<file path="config.mk">
export PLATFORM = sky130hd
export DESIGN_NAME = adc_chan_align
export DESIGN_NICKNAME = d
export VERILOG_FILES = /design/src/rtl/adc_pkg.sv /design/src/rtl/adc_dly_line.sv /design/src/rtl/adc_chan_align.sv
export SDC_FILE = /design/constraint.sdc
export NUM_CORES = 1
export LEC_CHECK = 0
export CAP_MARGIN = 25
export CORE_AREA = 2 2 285 343
export DETAILED_ROUTE_END_ITERATION = 8
export DIE_AREA = 0 0 287 345
export PLACE_DENSITY = 0.55
export RECOVER_POWER = 100
export SLEW_MARGIN = 40
export SYNTH_ARGS = -nofsm -noshare
export SYNTH_HDL_FRONTEND = slang
export SYNTH_HIERARCHICAL = 1
export SYNTH_SLANG_ARGS = --single-unit
</file>
<file path="constraint.sdc">
create_clock -name clk -period 5.83 [get_ports clk]
set_clock_uncertainty 0.2 [all_clocks]
set_input_delay 1.749 -clock clk [delete_from_list [all_inputs] [get_ports clk]]
set_output_delay 1.749 -clock clk [all_outputs]
set_load 0.02 [all_outputs]
</file>
<file path="src/rtl/adc_pkg.sv">
// Shared types and helpers for the multi-channel ADC aligner.
// FSM states, midscale constant and channel slice helpers.
package adc_pkg;

  typedef enum logic [1:0] {
    FILL,
    RUN,
    SETTLE
  } state_t;

  function automatic int unsigned midscale(input int unsigned w);
    return 32'd1 << (w - 1);
  endfunction

  function automatic int unsigned lsb(input int unsigned c,
                                      input int unsigned w);
    return c * w;
  endfunction

endpackage

</file>
<file path="src/rtl/adc_dly_line.sv">
// Single-channel circular delay line with tap-0 passthrough.
// Shares its write pointer with the other channels.
module adc_dly_line
  import adc_pkg::*;
#(
  parameter int WIDTH = 13,
  parameter int DEPTH = 32,
  localparam int TAPW = $clog2(DEPTH)
) (
  input  logic             clk,
  input  logic             i_we,
  input  logic [TAPW-1:0]  i_wr_ptr,
  input  logic [TAPW-1:0]  i_tap,
  input  logic [WIDTH-1:0] i_din,
  output logic [WIDTH-1:0] o_dout
);

  logic [WIDTH-1:0] r_mem [DEPTH];
  logic [TAPW-1:0]  w_rd_addr;

  always_ff @(posedge clk) begin
    if (i_we) r_mem[i_wr_ptr] <= i_din;
  end

  assign w_rd_addr = i_wr_ptr - i_tap;

  // tap 0 must see the sample being written this cycle
  assign o_dout = (i_tap == '0) ? i_din : r_mem[w_rd_addr];

endmodule

</file>
<file path="src/rtl/adc_chan_align.sv">
// ADC channel aligner: capture, convert, per-channel delay, offset/sat.
// Define ADC_IN_PIPE_EN for an extra register ahead of conversion.
module adc_chan_align
  import adc_pkg::*;
#(
  parameter int WIDTH = 13,
  parameter int NCH   = 2,
  parameter int DEPTH = 32,
  parameter int OUTW  = WIDTH + 1,
  localparam int TAPW = $clog2(DEPTH)
) (
  input  logic                clk,
  input  logic                rst,
  input  logic [NCH*WIDTH-1:0] din,
  input  logic [NCH*WIDTH-1:0] offset,
  input  logic [NCH*TAPW-1:0]  tap,
  input  logic [NCH-1:0]       bypass,
  input  logic                freeze,
  input  logic                ovf_clr,
  output logic [NCH*OUTW-1:0]  dout,
  output logic                dout_vld,
  output logic                settling,
  output logic [NCH-1:0]       ovf
);

  localparam logic [WIDTH-1:0] MID  = WIDTH'(midscale(WIDTH));
  localparam logic [TAPW-1:0]  CMAX = TAPW'(DEPTH - 1);

  state_t               r_state, w_state_nx;
  logic [TAPW-1:0]      r_cnt, w_cnt_nx;
  logic [TAPW-1:0]      r_wr_ptr;
  logic [NCH*TAPW-1:0]  r_tap;
  logic [NCH-1:0]       r_byp;
  logic [NCH*WIDTH-1:0] r_cap, r_off, w_src;
  logic                 r_sel_vld, r_vld;
  logic [NCH-1:0]       r_ovf, w_clamp;
  logic                 w_chg;

`ifdef ADC_IN_PIPE_EN
  logic [NCH*WIDTH-1:0] r_pipe;

  always_ff @(posedge clk or posedge rst) begin
    if (rst) r_pipe <= {NCH{MID}};
    else     r_pipe <= r_cap;
  end

  assign w_src = r_pipe;
`else
  assign w_src = r_cap;
`endif

  assign w_chg = (tap != r_tap) || (bypass != r_byp);

  always_ff @(posedge clk or posedge rst) begin
    if (rst) begin
      r_cap     <= {NCH{MID}};
      r_off     <= '0;
      r_tap     <= '0;
      r_byp     <= '0;
      r_wr_ptr  <= '0;
      r_state   <= FILL;
      r_cnt     <= '0;
      r_sel_vld <= 1'b0;
      r_vld     <= 1'b0;
      r_ovf     <= '0;
    end else begin
      r_cap     <= din;
      r_off     <= offset;
      r_tap     <= tap;
      r_byp     <= bypass;
      r_state   <= w_state_nx;
      r_cnt     <= w_cnt_nx;
      if (!freeze) r_wr_ptr <= r_wr_ptr + 1'b1;
      r_sel_vld <= !freeze && (w_state_nx == RUN);
      r_vld     <= r_sel_vld;
      r_ovf     <= (r_ovf & ~{NCH{ovf_clr}}) | w_clamp;
    end
  end

  always_comb begin
    w_state_nx = r_state;
    w_cnt_nx   = r_cnt;
    unique case (r_state)
      FILL: begin
        if (!freeze) begin
          if (r_cnt == CMAX) begin
            w_state_nx = RUN;
            w_cnt_nx   = '0;
          end else begin
            w_cnt_nx = r_cnt + 1'b1;
          end
        end
      end
      RUN: begin
        if (w_chg) begin
          w_state_nx = SETTLE;
          w_cnt_nx   = CMAX;
        end
      end
      SETTLE: begin
        if (w_chg) begin
          w_cnt_nx = CMAX;
        end else if (!freeze) begin
          if (r_cnt == '0) w_state_nx = RUN;
          else             w_cnt_nx = r_cnt - 1'b1;
        end
      end
      default: w_state_nx = FILL;
    endcase
  end

  assign dout_vld = r_vld;
  assign settling = (r_state != RUN);
  assign ovf      = r_ovf;

  for (genvar c = 0; c < NCH; c++) begin : g_ch
    logic [WIDTH-1:0]      w_conv, w_dly, w_o;
    logic [TAPW-1:0]       w_etap;
    logic [WIDTH-1:0]      r_sel;
    logic signed [WIDTH:0] w_sum;
    logic [OUTW-1:0]       w_out, r_dout;

    assign w_conv = w_src[lsb(c, WIDTH) +: WIDTH] ^ MID;
    assign w_etap = r_byp[c] ? '0 : r_tap[lsb(c, TAPW) +: TAPW];
    assign w_o    = r_off[lsb(c, WIDTH) +: WIDTH];

    adc_dly_line #(
      .WIDTH (WIDTH),
      .DEPTH (DEPTH)
    ) u_dly (
      .clk      (clk),
      .i_we     (~freeze),
      .i_wr_ptr (r_wr_ptr),
      .i_tap    (w_etap),
      .i_din    (w_conv),
      .o_dout   (w_dly)
    );

    always_ff @(posedge clk or posedge rst) begin
      if (rst) begin
        r_sel  <= '0;
        r_dout <= '0;
      end else begin
        if (!freeze) r_sel <= w_dly;
        r_dout <= w_out;
      end
    end

    assign w_sum = $signed({r_sel[WIDTH-1], r_sel})
                 + $signed({w_o[WIDTH-1], w_o});

    if (OUTW == WIDTH) begin : g_sat
      // top two sum bits disagree only when the narrow result overflows
      assign w_clamp[c] = w_sum[WIDTH] ^ w_sum[WIDTH-1];
      assign w_out = w_clamp[c]
                   ? {w_sum[WIDTH], {(WIDTH-1){~w_sum[WIDTH]}}}
                   : w_sum[WIDTH-1:0];
    end else begin : g_wide
      assign w_clamp[c] = 1'b0;
      assign w_out      = w_sum;
    end

    assign dout[c*OUTW +: OUTW] = r_dout;
  end

endmodule

</file>
Word level (Yosys, flattened, before mapping)
Memories as Yosys holds them, arrays and structs flattened. A register that Yosys moved wholly into a read port is not among the register bits.
Index checks and enable logic that the tools add are counted.
W data, S select, Z words.
- add/sub/neg operators: 7
- eq/ne operators: 11
- mux-type cells: 17
- bitwise operators: 4
- reductions and logical operators: 9
- operator list (kind ; count):
    $mux W5 ; 8
    $add A13 B13 Y14 ; 2
    $pmux W5 S3 ; 1
    $mux W2 ; 6
    $add A5 B1 Y5 const B ; 2
    $ne A10 B10 Y1 ; 1
    $sub A5 B5 Y5 ; 2
    $ne A3 B3 Y1 const B ; 2
    $pmux W2 S3 ; 1
    $eq A5 B5 Y1 const B ; 1
    $logic_not A5 Y1 ; 1
    $reduce_and A5 Y1 ; 1
    $sub A5 B1 Y5 const B ; 1
    $eq A2 B1 Y1 const B ; 2
    $ne A2 B2 Y1 const B ; 2
    $logic_not A1 Y1 ; 3
    $reduce_bool A3 Y1 ; 1
    $and A2 B2 Y2 ; 1
    $eq A2 B2 Y1 const B ; 1
    $logic_not A2 Y1 ; 1
    $ne A2 B1 Y1 const B ; 1
    $ne A2 B2 Y1 ; 1
    $not A1 Y1 ; 2
    $not A2 Y2 ; 1
    other kinds (3) ; 3
- register bits after elaboration: 108
- bits in writable memories: 832
- input port bits: 68
- output and inout bits: 32
- word-level logic and storage cells: 62
- memories: 2
- memory list (memory ; depth ; bits a word ; rd ports ; clocked after memory_dff ; write ports ; line ; RTL):
    g_ch[0].u_dly.r_mem ; 32 ; 13 ; 1 ; 1 ; 1 ; adc_dly_line.sv:18 ; logic [WIDTH-1:0] r_mem [DEPTH];
    g_ch[1].u_dly.r_mem ; 32 ; 13 ; 1 ; 1 ; 1 ; adc_dly_line.sv:18 ;

Logic depth before layout (Yosys ltp)
- depth after elaboration: 7
- gate-level depth with buffers: 12
- depth with buffers taken out: 10

Cells and area by module
Netlist, hierarchy kept.
- modules (own cells, without submodules) (module ; instances ; cells an instance ; area each (µm²) ; seq. area each (µm²)):
    adc_dly_line ; 2 ; 695 ; 16255.6 ; 12492.0
    adc_chan_align ; 1 ; 428 ; 5547.8 ; 3355.7

Worst setup path after synthesis
OpenSTA, ideal clock, no wires.
- kind: reg2reg
- start: register r_wr_ptr[0]
- end: register g_ch[0].r_sel[0], read port of g_ch[0].u_dly.r_mem
- setup time: 0.125 ns
- data arrival time: 3.519 ns
- required time: 5.505 ns
- slack: 1.986 ns
- stages on the path, launching flop included: 10
- buffers on the path: 1
- period minus slack after synthesis: 3.844 ns
- path through: dfrtp_1 inv_1 ha_1 fa_1 xnor2_2 buf_4 mux4_2 mux4_2 a221o_1 mux2_2
- cells in the longest elaborated chain, start to end: 1
- ends and longest elaborated chain (item ; line ; RTL):
    start, declared ; adc_chan_align.sv:31 ; logic [TAPW-1:0] r_wr_ptr;
    start signal, assigned ; adc_chan_align.sv:73 ; if (!freeze) r_wr_ptr <= r_wr_ptr + 1'b1;
    $sub A5 B5 Y5 ; adc_dly_line.sv:25 ; assign w_rd_addr = i_wr_ptr - i_tap;
    end, declared ; adc_chan_align.sv:119 ; logic [WIDTH-1:0] r_sel;
Every way passes these cells.
A chain may end at the register's enable or synchronous reset.

Worst setup path after layout
- start: input port freeze
- end: register r_sel_vld
- cells in the longest elaborated chain, start to end: 5
- elaborated cells between the ends (all ways): 7
- classes of those cells: 1 x eq/ne; 4 x mux; 2 x reduce/logical
- ends and longest elaborated chain (item ; line ; RTL):
    start, declared ; adc_chan_align.sv:18 ; input logic freeze,
    $mux W2 ; adc_chan_align.sv:103 ; end else if (!freeze) begin
    $mux W2 ; adc_chan_align.sv:101 ; if (w_chg) begin
    $pmux W2 S3 (*) ; adc_chan_align.sv:83 ; unique case (r_state)
    named net w_state_nx[1] ; adc_chan_align.sv:29 ; state_t r_state, w_state_nx;
    $eq A2 B1 Y1 (*) ; adc_chan_align.sv:74 ; r_sel_vld <= !freeze && (w_state_nx == RUN);
    $logic_and A1 B1 Y1 (*) ; adc_chan_align.sv:74 ;
    end signal, assigned ; adc_chan_align.sv:74 ;
    end, declared ; adc_chan_align.sv:35 ; logic r_sel_vld, r_vld;
The timed path passes the listed nets; every way through them passes the cells marked *.

==> results.yml <==
power_and_ir_drop:
  ir_drop_mv: 0.355
  p_int_uw: 16200
  p_comb_share_pct: 36.6
  pwr-share-clk_pct: 27.2
  seq_power_share_pct: 36.2
  p_switching_uw: 7590
  switching_share_pct: 31.9
  power_density_mw_per_mm2: 537
  leakagePower_uw: 0.0146
floorplan:
  dieHeight_um: 345
  core-area_mm2: 0.0960
  std_cell_rows: 125
  die_w_um: 287
  pin_count: 100
  start_util_pct: 39.6
  dieArea_mm2: 0.0990
global_routing:
  grt_pass1_wl_um: 134000
  antenna_found_initial: 1
  grt_util_all_layers_pct: 18.6
  grt_pass1_vias: 19600
  grt_max_degree: 76
  globalRouteOverflowTotal: 0
yosys:
  yosysTopAreaCell: "edfxtp_1"
  synth.most_common_cell: "edfxtp_1"
  synth_top_area_share_pct: 65.6
  synth_area_per_cell_um2: 20.9
  synthCells: 1818
  synthTopCellsByArea: "edfxtp_1 (66%), mux4_2 (13%), dfrtp_1 (8.7%)"
  ys_async_sr_fraction_pct: 13.9
  netlist_top_cells_count: "edfxtp_1 (832), mux4_2 (226), dfrtp_1 (132), nor2_1 (95), mux2_2 (77)"
  syn-num-nets: 1933
  synth-edff-count: 832
  ys_types: 60
  ys_seq_area_share_pct: 74.5
  synth-seq-cells: 966
  yosysWarnings: 6
  syn-cell-area_mm2: 0.0381
  ys.flop_type: "edfxtp_1"
clocking:
  cts_tree: "yes"
  cts_resized: 0
  post_cts_buffers: 0
  root_buffer: "clkbuf_16"
  cts_sinks: 966
  worstSkewPairLatency_ns: 0.66
  numCtsBuffers: 100
  h-tree-depth: 3
  clk_path_buf_depth: 3
  clk_pin_slew_ns: 0.06
  holdBufCountCts: 0
final_layout:
  syn2layout_area_growth_pct: 16.3
  drive_gt1_share_pct: 22.7
  diodes: 0
  nNetsFinal: 2164
sta:
  rsz0062_at_grt: "false"
  hold_viol: 0
  fin_crit_ns: 4.84
  worst_slew_pin_slew_ns: 2.96
  max_freq_mhz: 207
  slew-limit-headroom_pct: -97.1
  tns_ns: 0
  finalCritPeriodShare_pct: 83.1
  slew_viol_final: 278
  setup_violations: 0
  layout_setup_ws_ns: 0.988
detailed_routing:
  totalWireLength_um: 91200
  wire_per_inst_um: 26.8
  drc_errors: 0
  drtPass1Iterations: 5
  avgViaCountPerCell: 5.41
  vias: 18400
  drtIter0Drc: 1356
  ant_nets: 0
worst_setup_path:
  critPathKind: "input port to flop"
  end_kind: "flop"
  r2r_start: "r_wr_ptr[0]"
  critPathRequiredTime_ns: 6.04
  cp.arrival_ns: 5.05
  cp-start-kind: "input port"
  cp_max_fo: 32
  worstSetupStartpoint: "freeze"
status:
  violations: "max-capacitance violations, max-slew violations"
  outcome: "complete, but fails checks"
worst_hold_path:
  hold_class: "flop to flop"
  min_from: "r_sel_vld"
placed_design:
  port_buffers: 99
  preCtsSetupSlack_ns: 1.40
  routabilityCongestion: 0.850
  dp_hpwl_um: 57200
run:
  cap_violations: 7
-- registers in the layout, indices dropped and copies added, names as in the netlist --
signal            flops
dout_vld              1
g_ch.r_dout          28
g_ch.r_sel           26
g_ch.u_dly/r_mem    832
ovf                   2
r_byp                 2
r_cap                26
r_cnt                 5
r_off                26
r_sel_vld             1
r_state               2
r_tap                10
r_wr_ptr              5
-- area by class of cell --
| class | count | area [um2] |
|---|---|---|
| clock buffers | 136 | 2770 |
| clock inverters | 53 | 586 |
| fillers | 8158 | 51800 |
| inverters | 37 | 139 |
| multi-input cells | 740 | 9290 |
| flip-flops and latches | 966 | 28300 |
| well taps | 1270 | 1590 |
| repair buffers | 204 | 1560 |
-- per-layer routing --
metal | wire (um) | GRT usage (%) | share of wire [%] | vias to the layer above
li1 | - | - | - | 7950
met1 | 37400 | 24.0 | 41 | 9924
met2 | 47300 | 32.0 | 52 | 431
met3 | 3680 | 2.56 | 4.0 | 127
met4 | 2850 | 6.60 | 3.1 | 0
met5 | 0 | 0 | 0 | -
-- cells by family after synthesis --
logic type,after synthesis,share of synthesized area [%]
buffers and inverters,112,1.33
muxes,319,16.4
xor gates and xnor gates,42,1.01
DFF,966,74.5
AOI/OAI and AO/OA,138,2.75
and+or+nand+nor,194,2.47
adders and majority gates,47,1.62
-- per-stage QoR --
stage | util (%) | hold WS, ns | instance area, um2 | power, uW | std cells
global placement | 42.9 | 0.136 | 41200 | 17600 | 3215
CTS | 46.5 | 0.149 | 44600 | 24200 | 3405
global route | 46.1 | 0.154 | 44300 | 24800 | 3406
finish | 46.1 | 0.146 | 44300 | 23800 | 3406
floorplan | - | 0.131 | 38100 | 14600 | 1818
detailed placement | 43.0 | 0.137 | 41300 | 17700 | 3216
-- cells in the final DEF (no fill, tap or decap), types with 7 or more instances in the layout --
master	synthesis	final
a22o_1	24	24
o21ai_0	21	22
dfrtp_1	132	132
edfxtp_1	832	832
mux2i_1	8	8
a221o_1	24	24
inv_1	37	37
nand2_1	18	18
nor2b_1	18	18
clkbuf_16	0	104
ha_1	43	43
xnor2_1	22	22
clkbuf_1	41	109
dlygate4sd3_1	0	98
buf_4	4	17
a21oi_1	19	19
buf_12	0	7
clkinv_2	0	14
nand3b_1	8	8
mux2_2	77	76
nand3_1	14	14
a31oi_1	6	7
mux4_2	226	226
nor2_1	95	94
clkinv_1	0	20
xor2_1	18	16
bufinv_16	0	12
-- final timing paths --
check                                     to  slack [ns]  depth (start not counted)
min                                 dout_vld        0.15                          0
min reg2reg                         dout_vld        0.15                          0
max in group asynchronous           r_tap[0]        1.33                          2
min in group asynchronous  g_ch[1].r_dout[6]        2.40                          2
max reg2reg                 g_ch[0].r_sel[2]        1.23                          8
max                                r_sel_vld        0.99                          8
-- critical path, cell delays in order --
cell       delay [ns]
clkbuf_1         0.14
clkbuf_1         1.85
nand2b_1         0.27
a21oi_1          0.09
nand2_1          0.09
a21oi_1          0.08
a2111oi_0        0.66
nor4_1           0.11
-- power groups by stage --
stage / Combinational [uW] / Clock (uW) / Sequential, uW
2_1_floorplan: 5980 / 0 / 8670
6_report: 8700 / 6470 / 8610
4_1_cts: 8980 / 6620 / 8620
3_5_place_dp: 8950 / 0 / 8760
5_1_grt: 9270 / 6880 / 8670
3_3_place_gp: 8910 / 0 / 8730
(Power assumes the default switching activity.)
